### config.mk
export PLATFORM = sky130hd
export DESIGN_NAME = alu_arbiter
export DESIGN_NICKNAME = d
export VERILOG_FILES = /design/src/rtl/alu_arbiter.sv
export SDC_FILE = /design/constraint.sdc
export NUM_CORES = 1
export LEC_CHECK = 0
export BUFFER_PORTS_ARGS = -buffer_cell sky130_fd_sc_hd__buf_2
export CAP_MARGIN = 30
export CORE_AREA = 2 2 407 409
export DETAILED_ROUTE_END_ITERATION = 7
export DIE_AREA = 0 0 409 411
export SYNTH_ARGS = -nofsm -noshare
export SYNTH_HDL_FRONTEND = slang
export SYNTH_SLANG_ARGS = --single-unit
export TNS_END_PERCENT = 1
### constraint.sdc
create_clock -name clk_i -period 4.64 [get_ports clk_i]
set_input_delay 0 -clock clk_i [delete_from_list [all_inputs] [get_ports clk_i]]
set_output_delay 0 -clock clk_i [all_outputs]
set_load 0.05 [all_outputs]
### src/rtl/alu_arbiter.sv
// alu_arbiter: round-robin scheduler that shares one combinational add/multiply
// ALU between two requesters. Operands are registered and held on the ALU for
// an op-dependent number of cycles. The captured result is then returned on a
// single response channel that is tagged with the requester id.
//
// Handshake semantics (all channels): a transfer happens on a rising clk_i edge
// where valid and ready are both high. Valid must not depend on ready. A
// requester keeps op/a/b stable while valid is high and ready is low. Ready may
// depend combinationally on valid (reqN_rdy_o does). resp_v_o is held with
// stable data/id until resp_rdy_i is seen high.
module alu_arbiter #(
    parameter int W       = 128,
    parameter int ADD_LAT = 1,
    parameter int MUL_LAT = 4
) (
    input  logic         clk_i,
    input  logic         rst_ni,
    input  logic         req0_v_i,
    output logic         req0_rdy_o,
    input  logic         req0_op_i,
    input  logic [W-1:0] req0_a_i,
    input  logic [W-1:0] req0_b_i,
    input  logic         req1_v_i,
    output logic         req1_rdy_o,
    input  logic         req1_op_i,
    input  logic [W-1:0] req1_a_i,
    input  logic [W-1:0] req1_b_i,
    output logic         alu_op_o,
    output logic [W-1:0] alu_a_o,
    output logic [W-1:0] alu_b_o,
    input  logic [W-1:0] alu_result_i,
    output logic         resp_v_o,
    input  logic         resp_rdy_i,
    output logic         resp_id_o,
    output logic [W-1:0] resp_data_o,
    // Debug view of the FSM: 0=IDLE, 1=EXEC, 2=RESP
    output logic [1:0]   dbg_state
);

    typedef enum logic [1:0] {
        IDLE = 2'd0,
        EXEC = 2'd1,
        RESP = 2'd2
    } state_t;

    localparam int MAX_LAT = (ADD_LAT > MUL_LAT) ? ADD_LAT : MUL_LAT;
    localparam int CW      = (MAX_LAT > 1) ? $clog2(MAX_LAT) : 1;
    localparam logic [CW-1:0] ADD_CNT = CW'(ADD_LAT - 1);
    localparam logic [CW-1:0] MUL_CNT = CW'(MUL_LAT - 1);

    state_t        state;
    logic [CW-1:0] cnt;
    logic          last_grant;  // id granted at the most recent accept
    logic          op_q;
    logic [W-1:0]  a_q;
    logic [W-1:0]  b_q;
    logic          id_q;
    logic [W-1:0]  result_q;

    logic          gnt0;
    logic          gnt1;
    logic          accept;

    // Round-robin grant: a lone valid wins; on a tie the requester not granted last time wins
    always_comb begin
        gnt0       = req0_v_i & (~req1_v_i | last_grant);
        gnt1       = req1_v_i & (~req0_v_i | ~last_grant);
        req0_rdy_o = (state == IDLE) & gnt0;
        req1_rdy_o = (state == IDLE) & gnt1;
        accept     = req0_rdy_o | req1_rdy_o;
    end

    // Control FSM with operand, result and pointer registers
    always_ff @(posedge clk_i or negedge rst_ni) begin
        if (!rst_ni) begin
            state      <= IDLE;
            cnt        <= '0;
            last_grant <= 1'b1;
            op_q       <= 1'b0;
            a_q        <= '0;
            b_q        <= '0;
            id_q       <= 1'b0;
            result_q   <= '0;
        end else begin
            case (state)
                IDLE: begin
                    if (accept) begin
                        id_q       <= req1_rdy_o;
                        last_grant <= req1_rdy_o;
                        op_q       <= req1_rdy_o ? req1_op_i : req0_op_i;
                        a_q        <= req1_rdy_o ? req1_a_i : req0_a_i;
                        b_q        <= req1_rdy_o ? req1_b_i : req0_b_i;
                        cnt        <= (req1_rdy_o ? req1_op_i : req0_op_i) ? MUL_CNT : ADD_CNT;
                        state      <= EXEC;
                    end
                end
                EXEC: begin
                    // Operands have been stable for the full latency once the count reaches zero
                    if (cnt == '0) begin
                        result_q <= alu_result_i;
                        state    <= RESP;
                    end else begin
                        cnt <= cnt - 1'b1;
                    end
                end
                RESP: begin
                    if (resp_rdy_i) begin
                        state <= IDLE;
                    end
                end
                default: state <= IDLE;
            endcase
        end
    end

    // Outputs are taken straight from registers
    always_comb begin
        alu_op_o    = op_q;
        alu_a_o     = a_q;
        alu_b_o     = b_q;
        resp_v_o    = (state == RESP);
        resp_id_o   = id_q;
        resp_data_o = result_q;
        dbg_state   = state;
    end

endmodule

==> flow_summary.toml <==
[setup_path]
reg2reg_to = "alu_a_o[90]"
reg2regPathDepth = 7
end_kind = "flop"
cp_data_required_time_ns = 5.15
critPathLaunchType = "flop"
crit_arrival_ns = 3.84
critPathKind = "flop to flop"
worst-path-max-fanout = 31
r2r_start = "dbg_state[1]"
r2r_slack_ns = 1.31

[floorplan]
rows = 149
die_w_um = 409
die_area_um2 = 168000
core_um2 = 164000
initial_core_util = 0.106
die_h_um = 411
ios = 1038

[synth]
synth_top_area_share = 0.560
synth.area.top_cells = "dfrtp_1 56%, mux2i_1 15%, mux2_4 9.4%, o21ai_1 5.7%, nand2_1 5.7%"
synthesis.nets = 2067
ys_async_sr_fraction = 1.00
synth_cell_type_count = 28
syn_area_um2 = 17400
syn_inst = 1419
synth_seq_cells = 391
yosysTopAreaCell = "dfrtp_1"
ys_seq_area_frac = 0.561
synth_edf_count = 0
synth_most_common_cell = "dfrtp_1"
avgSynthCellArea_um2 = 12.3
ys_warn_count = 0
synth_flop_cell = "dfrtp_1"
synth_common_cells = "390 x dfrtp_1, 263 x nand2_1, 258 x mux2i_1"

[grt]
grt_pass1_vias = 19100
grt_util_all_layers = 0.131
grt_max_degree = 196
grt_antenna_before_repair = 137
grt_pass1_wl_mm = 154
grt_remaining_overflow = 0

[timing]
worstMarginPinSlew_ns = 1.00
setup_violations = 0
slew-limit-headroom = 0.333
finalHoldViolCount = 0
rsz0062_at_grt = "false"
finalMaxSlewViolations = 0
finalClockSkew_ns = 0.0221
setup_tns_ns = 0
min_period_ns = 3.33
fin_crit_sh = 0.718
fmax_ghz = 0.300

[drt]
final_antenna_net_count = 0
dr.pass1.iters = 5
drt_iter0_drc = 1137
vias = 18700
drcViolationCount = 0
routedWlPerCell_um = 21.7
viasPerCell = 3.50
finalWirelength_mm = 116

[clock_network]
htree_num_levels = 2
cts_buffers = 47
path_clk_slew_ns = 0.06
cts_tree = "done"
root_buffer = "clkbuf_16"
cts_sinks = 391
clock_latency_ns = 0.63
clockBufferDepth = 3
cts_resized = 0
cts_setup_buffers = 0
ctsHoldBuffers = 656

[placement]
place_congestion = 0.897
hpwl_mm = 91.7
port_buffers = 1037

[hold_path]
min-delay-start = "alu_result_i[108]"
min_path_type = "input port to flop"
hold_depth = 3
holdPathEnd = "resp_data_o[108]"

[finish]
syn2layout_area_growth_pct = 90.0
fill_cells = 17700
drive_gt1_frac = 0.405
nNetsFinal = 3732
multiInputGateArea_um2 = 6860
ff_latch_area_um2 = 9790

[power_and_ir_drop]
vdd_drop_max_uv = 478
total_power_mw = 23.8
power_density_nw_per_um2 = 720
power.leakage_nw = 17.2

[run_status]
status = "complete, no violations"

[flow_run]
max_cap_viol_count = 0
[stage by stage]
stage	utilization	setup slack (ns)	hold WS, ns	std cells	cell area (um2)
finish	0.202	1.31	0.144	5337	33100
global route	0.202	1.16	0.0954	5320	33100
CTS	0.202	1.33	0.0691	5310	33100
detailed placement	0.152	2.20	0.115	4568	24900
global placement	0.152	2.29	0.109	4568	24900
floorplan	-	2.66	-0.296	1419	17400
[metal layers]
layer	share of wire	up-vias	GRT usage
li1	-	8272	-
met3	0.094	324	0.0458
met5	0.0021	-	0
met1	0.39	9040	0.153
met4	0.050	42	0.0508
met2	0.47	1012	0.220
[cell usage in the layout (no fill, tap or decap), types with 3 or more instances in the layout]
master,instances
buf_12,10
clkbuf_8,12
diode_2,27
nand2_1,263
buf_4,12
o21ai_1,198
buf_2,1036
bufinv_16,4
mux2_4,109
mux2_2,19
dlygate4sd3_1,656
clkinv_2,3
clkbuf_1,16
clkbuf_16,47
inv_1,6
o21ai_0,61
dfrtp_1,390
mux2i_1,258
[worst max-delay path, stage by stage, from the launching register on]
cell           delay (ns)
dfrtp_1              0.45
nor2_4               0.23
nand3_4              0.56
buf_4                0.52
mux2i_1              0.21
dlygate4sd3_1        0.57
o21ai_1              0.05
dlygate4sd3_1        0.58
[state kept, by name (all words and copies together), names as in the netlist]
name / count
alu_a_o: 128
alu_op_o: 1
last_grant: 1
dbg_state: 2
resp_id_o: 1
cnt: 2
alu_b_o: 128
resp_data_o: 128
[worst max path at each step]
stage | start | end | slack, ns | depth (start not counted)
final | dbg_state[1] | alu_a_o[90] | 1.31 | 7
after global routing | dbg_state[1] | alu_a_o[25] | 1.16 | 7
after CTS | dbg_state[1] | alu_a_o[90] | 1.33 | 7
after detailed placement | dbg_state[1] | alu_a_o[127] | 2.20 | 6
after global placement | last_grant | alu_a_o[110] | 2.29 | 6
after floorplan | dbg_state[1] | resp_id_o | 2.66 | 4
[where the power goes]
| group | leakage, nW | switching (mW) | internal (mW) | total [mW] |
|---|---|---|---|---|
| combinational | 11.6 | 9.58 | 4.14 | 13.7 |
| clock | 0.780 | 1.62 | 2.29 | 3.92 |
| sequential | 4.74 | 1.08 | 5.13 | 6.21 |
| total | 17.2 | 12.3 | 11.6 | 23.8 |
[cell type report]
type,count,share of cell area
well taps,2189,0.0827
multi-input cells,923,0.207
inverters,6,0.000680
flip-flops and latches,391,0.295
clock buffers,75,0.0423
diodes,27,0.00204
clock inverters,11,0.00600
repair buffers,1715,0.364
[cells by family (layout without fill, tap and decap cells)]
| kind of cell | count (synthesis) | after routing | synth area share |
|---|---|---|---|
| buf+inv | 105 | 1807 | 0.0476 |
| flops | 391 | 391 | 0.561 |
| mux | 386 | 386 | 0.254 |
| compound gates | 266 | 266 | 0.0769 |
| fa+ha+maj | 1 | 1 | 0.000717 |
| simple gates | 270 | 270 | 0.0595 |
| other cells | 0 | 27 | 0 |
Note: power is estimated with default switching activity, not from simulation.
